File: config.mk
export PLATFORM = sky130hd
export DESIGN_NAME = bbw_bus_arbiter
export DESIGN_NICKNAME = d
export VERILOG_FILES = /design/src/rtl/bbw_bus_arbiter_pkg.sv /design/src/rtl/bbw_bus_arbiter_rr_pick.sv /design/src/rtl/bbw_bus_arbiter.sv
export SDC_FILE = /design/constraint.sdc
export NUM_CORES = 1
export LEC_CHECK = 0
export ABC_AREA = 1
export CORE_ASPECT_RATIO = 1.5
export CORE_MARGIN = 5
export CORE_UTILIZATION = 45
export CTS_CLUSTER_SIZE = 16
export DETAILED_ROUTE_END_ITERATION = 10
export GPL_TIMING_DRIVEN = 0
export PLACE_DENSITY_LB_ADDON = 0.08
export RECOVER_POWER = 50
export SETUP_SLACK_MARGIN = 0.05
export SYNTH_ARGS = -nofsm -noshare
export SYNTH_HDL_FRONTEND = slang
export SYNTH_HIERARCHICAL = 1
export SYNTH_SLANG_ARGS = --single-unit
export TNS_END_PERCENT = 30
File: constraint.sdc
create_clock -name CLK -period 2.85 [get_ports CLK]
set_input_delay 0.7125 -clock CLK [delete_from_list [all_inputs] [get_ports CLK]]
set_output_delay 0.7125 -clock CLK [all_outputs]
set_load 0.05 [all_outputs]
File: src/rtl/bbw_bus_arbiter_pkg.sv
// Shared types, default parameters and width helpers for the BBW pad arbiter.
package bbw_bus_arbiter_pkg;

  typedef enum logic [1:0] {
    IDLE  = 2'd0,
    DRIVE = 2'd1,
    TURN  = 2'd2
  } state_t;

  localparam int unsigned DEF_NREQ     = 4;
  localparam int unsigned DEF_TURN_CYC = 2;
  localparam int unsigned DEF_MAX_HOLD = 16;

  // Bits needed to index n values, never less than one.
  function automatic int unsigned width_for(input int unsigned n);
    return (n > 1) ? $clog2(n) : 1;
  endfunction

  localparam int unsigned REQ_W  = width_for(DEF_NREQ);
  localparam int unsigned HOLD_W = width_for(DEF_MAX_HOLD + 1);
  localparam int unsigned TURN_W = width_for(DEF_TURN_CYC + 1);

endpackage

File: src/rtl/bbw_bus_arbiter_rr_pick.sv
// Rotating-priority picker: first set request scanning from base upward, wrapping.
module bbw_bus_arbiter_rr_pick
  import bbw_bus_arbiter_pkg::*;
#(
  parameter int unsigned NREQ  = DEF_NREQ,
  parameter int unsigned IDX_W = width_for(NREQ)
) (
  input  logic [NREQ-1:0]  req,
  input  logic [IDX_W-1:0] base,
  output logic [NREQ-1:0]  onehot_c,
  output logic             valid_c,
  output logic [IDX_W-1:0] index_c
);

  logic [IDX_W-1:0] cand;

  // Scan candidates base, base+1, ... mod NREQ and keep the first hit.
  always_comb begin
    onehot_c = '0;
    valid_c  = 1'b0;
    index_c  = '0;
    cand     = '0;
    for (int unsigned i = 0; i < NREQ; i++) begin
      cand = IDX_W'((32'(base) + i) % NREQ);
      if (!valid_c && req[cand]) begin
        valid_c        = 1'b1;
        index_c        = cand;
        onehot_c[cand] = 1'b1;
      end
    end
  end

endmodule

File: src/rtl/bbw_bus_arbiter.sv
// Round-robin owner scheduler for a shared BBW bus-keeper pad with turnaround and loopback check.
module bbw_bus_arbiter
  import bbw_bus_arbiter_pkg::*;
#(
  parameter int unsigned NREQ     = DEF_NREQ,
  parameter int unsigned TURN_CYC = DEF_TURN_CYC,
  parameter int unsigned MAX_HOLD = DEF_MAX_HOLD
) (
  input  logic            CLK,
  input  logic            RST,
  input  logic [NREQ-1:0] REQ,
  input  logic [NREQ-1:0] TXD,
  output logic [NREQ-1:0] GNT,
  output logic            PAD_I,
  output logic            PAD_T,
  input  logic            PAD_O,
  output logic            RXD,
  output logic            BUSY,
  output logic            LB_ERR
);

  localparam int unsigned REQ_BITS  = width_for(NREQ);
  localparam int unsigned HOLD_BITS = width_for(MAX_HOLD + 1);
  localparam int unsigned TURN_BITS = width_for(TURN_CYC + 1);

  state_t                state, state_nxt;
  logic [NREQ-1:0]       gnt_nxt;
  logic                  pad_i_nxt, pad_t_nxt;
  logic [REQ_BITS-1:0]   rr_ptr, rr_nxt;
  logic [REQ_BITS-1:0]   owner, owner_nxt;
  logic [HOLD_BITS-1:0]  hold_cnt, hold_nxt;
  logic [TURN_BITS-1:0]  turn_cnt, turn_nxt;
  logic                  do_arb;
  logic                  drv_d;

  logic [NREQ-1:0]       pick_onehot;
  logic                  pick_valid;
  logic [REQ_BITS-1:0]   pick_idx;

  bbw_bus_arbiter_rr_pick #(
    .NREQ  (NREQ),
    .IDX_W (REQ_BITS)
  ) u_pick (
    .req      (REQ),
    .base     (rr_ptr),
    .onehot_c (pick_onehot),
    .valid_c  (pick_valid),
    .index_c  (pick_idx)
  );

  // Next-state and next-output logic for the IDLE/DRIVE/TURN sequencer.
  always_comb begin
    state_nxt = state;
    gnt_nxt   = GNT;
    pad_i_nxt = PAD_I;
    pad_t_nxt = PAD_T;
    rr_nxt    = rr_ptr;
    owner_nxt = owner;
    hold_nxt  = hold_cnt;
    turn_nxt  = turn_cnt;
    do_arb    = 1'b0;

    case (state)
      IDLE: do_arb = 1'b1;
      DRIVE: begin
        // Release on request drop or hold expiry; both take the same single exit.
        if (!REQ[owner] || (hold_cnt == HOLD_BITS'(MAX_HOLD - 1))) begin
          state_nxt = TURN;
          gnt_nxt   = '0;
          pad_t_nxt = 1'b1;
          pad_i_nxt = 1'b0;
          rr_nxt    = REQ_BITS'((32'(owner) + 1) % NREQ);
          turn_nxt  = '0;
        end else begin
          pad_i_nxt = TXD[owner];
          hold_nxt  = hold_cnt + HOLD_BITS'(1);
        end
      end
      TURN: begin
        if (turn_cnt == TURN_BITS'(TURN_CYC - 1)) begin
          do_arb = 1'b1;
        end else begin
          turn_nxt = turn_cnt + TURN_BITS'(1);
        end
      end
      default: begin
        state_nxt = IDLE;
        gnt_nxt   = '0;
        pad_t_nxt = 1'b1;
        pad_i_nxt = 1'b0;
      end
    endcase

    // Hand the pad to the round-robin winner, or park in IDLE with the pad released.
    if (do_arb) begin
      if (pick_valid) begin
        state_nxt = DRIVE;
        gnt_nxt   = pick_onehot;
        pad_t_nxt = 1'b0;
        pad_i_nxt = TXD[pick_idx];
        owner_nxt = pick_idx;
        hold_nxt  = '0;
      end else begin
        state_nxt = IDLE;
        gnt_nxt   = '0;
        pad_t_nxt = 1'b1;
        pad_i_nxt = 1'b0;
      end
    end
  end

  // State, counters, pad controls and loopback registers.
  always_ff @(posedge CLK) begin
    if (RST) begin
      state    <= IDLE;
      GNT      <= '0;
      PAD_I    <= 1'b0;
      PAD_T    <= 1'b1;
      rr_ptr   <= '0;
      owner    <= '0;
      hold_cnt <= '0;
      turn_cnt <= '0;
      BUSY     <= 1'b0;
      RXD      <= 1'b0;
      drv_d    <= 1'b0;
      LB_ERR   <= 1'b0;
    end else begin
      state    <= state_nxt;
      GNT      <= gnt_nxt;
      PAD_I    <= pad_i_nxt;
      PAD_T    <= pad_t_nxt;
      rr_ptr   <= rr_nxt;
      owner    <= owner_nxt;
      hold_cnt <= hold_nxt;
      turn_cnt <= turn_nxt;
      BUSY     <= (state_nxt != IDLE);
      RXD      <= PAD_O;
      drv_d    <= (state == DRIVE);
      // Flag a readback mismatch only when this and the previous cycle both drove,
      // so the first driven bit is allowed to settle.
      LB_ERR   <= (state == DRIVE) && drv_d && (PAD_O != PAD_I);
    end
  end

endmodule

==> results.toml <==
[cts]
cts_tree = "yes"
cts_hold_buf = 0
root_buffer = "clkbuf_8"
worstSkewPairLatency_ps = 260
clkSinkCount = 23
cts.path.max_buffers = 2
ctsHtreeMaxLevel = 1
numCtsBuffers = 3
clk_pin_slew_ps = 80

[layout]
final_area_um2 = 1860
fin_nets = 276
diodes = 0
area_growth_syn_to_layout_pct = 18.5
layout-drive-gt1-share_pct = 13.7

[routing]
drt_pass1_iterations = 4
vias = 1485
vias_per_cell = 4.98
drt_iter0_drc = 48
post_drt_wl_per_cell_um = 11.4
totalWireLength_um = 3390
drt.antenna.violating_nets = 0
drcViolationCount = 0

[sta]
finalCritPeriodShare_pct = 91.9
max_slew_margin_pct = 66.2
fin_crit_ps = 2620
drv_slew = 0
max_clock_freq_mhz = 382
setup_viol = 0
clock_skew_ps = 4.49
finalHoldViolCount = 0
worst-slew-pin-transition_ps = 505
fin_hold_ws_ps = 452
rsz0062_at_grt = "no"

[pwr]
p_leak_uw = 0.000880
pwr-share-comb_pct = 64.5
p_int_uw = 950
clkPwrFrac_pct = 10.0
pwr-share-seq_pct = 25.5
p_sw_share_pct = 51.7
power_switching_uw = 1020
peakVddDrop_mv = 0.623
p_per_area_nw_per_um2 = 1060

[logic_synthesis]
yosysSeqAreaShare_pct = 29.4
synth_seq_cells = 23
synth.distinct_cells = 28
yosys.area.top_type = "dfxtp_1"
yosysTopAreaCellShare_pct = 29.4
syn_area_um2 = 1570
netlist_instances = 233
synth_area_leaders = "dfxtp_1 29%, nand2_1 11%, nand3_1 8.3%, inv_1 7.4%, ha_1 6.4%"
synth_warnings = 6
syn_nets = 252
synth_area_per_cell_um2 = 6.72

[critical_path]
critPathMaxFanout = 10
start_kind = "input pin"
worstSetupPathType = "in -> reg"
critical_path_arrival_ps = 2770
cp-end-kind = "flip-flop"
crit_required_ps = 3000

[worst_hold_path]
holdCritPathClass = "reg -> reg"

[floorplanning]
dieArea_um2 = 4790
start_util_pct = 46.3
die_w_um = 58.2
core_area_um2 = 3380
die_h_um = 82.3
rows = 26
io_pins = 20

[global_route]
gr-usage-all-layers_pct = 15.9
grt_pass1_vias = 1418
grt_overflow = 0
antenna_found_initial = 0
grt_pass1_wl_um = 6020
grt_start_max_net_pins = 13

[placed_design]
placed_cell_area_um2 = 1810
place.gp.congestion = 0.850
numPortBuffers = 19
hpwl_um = 2760

[run]
cap_violations = 0

[outcome]
status = "finished clean"
[cell families after synthesis]
logic type      share of synthesized area [%]
compound gates                           12.9
xor+xnor                                 1.12
fa+ha+maj                                6.39
simple gates                             39.9
flops                                    29.4
buf+inv                                  10.4
[path summary, 6_finish.rpt]
path | depth (start not counted) | to | slack (ps) | from
worst max-delay path | 14 | PAD_I | 230 | REQ[3]
worst min-delay path | 2 | LB_ERR | 450 | drv_d
worst max register to register | 14 | PAD_I | 360 | rr_ptr[0]
worst min register to register | 2 | LB_ERR | 450 | drv_d
[power groups by stage]
stage | combinational (µW) | sequential [µW] | clock [µW]
detailed placement | 1280 | 508 | 0
global placement | 1280 | 508 | 0
global route | 1440 | 515 | 216
CTS | 1290 | 502 | 206
floorplan | 873 | 624 | 0
finish | 1270 | 502 | 198
[synthesized netlist by cell type, drive strengths merged]
cell / count
inv: 35
ha: 8
o21bai: 1
buf: 2
a21boi: 5
nor3b: 1
nand2: 57
a21oi: 15
o211ai: 1
xor2: 2
dfxtp: 23
and2: 1
nand4: 8
a2111oi: 1
clkbuf: 1
o21ai: 10
nor2: 30
or2: 1
nand3: 30
clkinv: 1
[layout by cell type, fill, tap and decap left out, drive strengths merged, types with 5 or more instances in the layout]
cell type / netlist / layout
nand2: 57 / 57
inv: 35 / 35
nand3: 30 / 30
nor2: 30 / 30
dfxtp: 23 / 23
a21oi: 15 / 15
clkdlybuf4s50: 0 / 10
o21ai: 10 / 10
dlygate4sd3: 0 / 9
nand4: 8 / 8
ha: 8 / 8
a21boi: 5 / 5
clkbuf: 1 / 5
[through the flow]
step                      total power, µW  setup TNS (ps)  cells  setup WS, ps  utilization [%]
final                                1970               0    298           230             54.9
after global routing                 2170               0    298          61.8             54.9
after CTS                            1990               0    298           201             54.8
after detailed placement             1790           -83.4    294         -32.7             53.5
after global placement               1790            -134    294         -47.8             53.5
after floorplan                      1500               0    233           569                -
[final cells by class]
type	instances	area, µm²
buffer	3	26.3
clock buffer	4	45.0
fill	361	1530
inverter	36	136
multi-input combinational	171	943
sequential	23	463
tap	42	52.6
timing repair buffer	19	190
[critical path, stage by stage]
cell and delay (ps):
clkdlybuf4s50_1 510, inv_1 50, nand2_1 90, nand3_2 180, nand2_4 140, nor2_4 60, buf_6 130, nand4_1 70
nand3_1 150, or2_2 320, nand2_1 60, nand2_1 40, a21boi_0 170, a21oi_1 90
[registers in the layout, indices dropped and copies added, names as in the netlist]
| signal | flops |
|---|---|
| state | 2 |
| hold_cnt | 5 |
| turn_cnt | 2 |
| LB_ERR | 1 |
| RXD | 1 |
| PAD_I | 1 |
| drv_d | 1 |
| rr_ptr | 2 |
| owner | 2 |
| GNT | 4 |
| BUSY | 1 |
| PAD_T | 1 |
[what timing repair did]
action                                 in CTS  in global routing
endpoints found under the hold margin       0                  0
gates resized for setup                     0                  2
setup endpoints to repair                   0                  3
buffers inserted                            0                  0
[layer usage]
| layer | part of all wire (%) | vias up | global-route usage [%] |
|---|---|---|---|
| met5 | 0 | - | 0 |
| met4 | 1.8 | 0 | 7.42 |
| met3 | 2.5 | 4 | 1.09 |
| met2 | 51 | 26 | 30.1 |
| met1 | 45 | 658 | 17.7 |
| li1 | - | 797 | - |
Note: power is estimated with default switching activity, not from simulation.
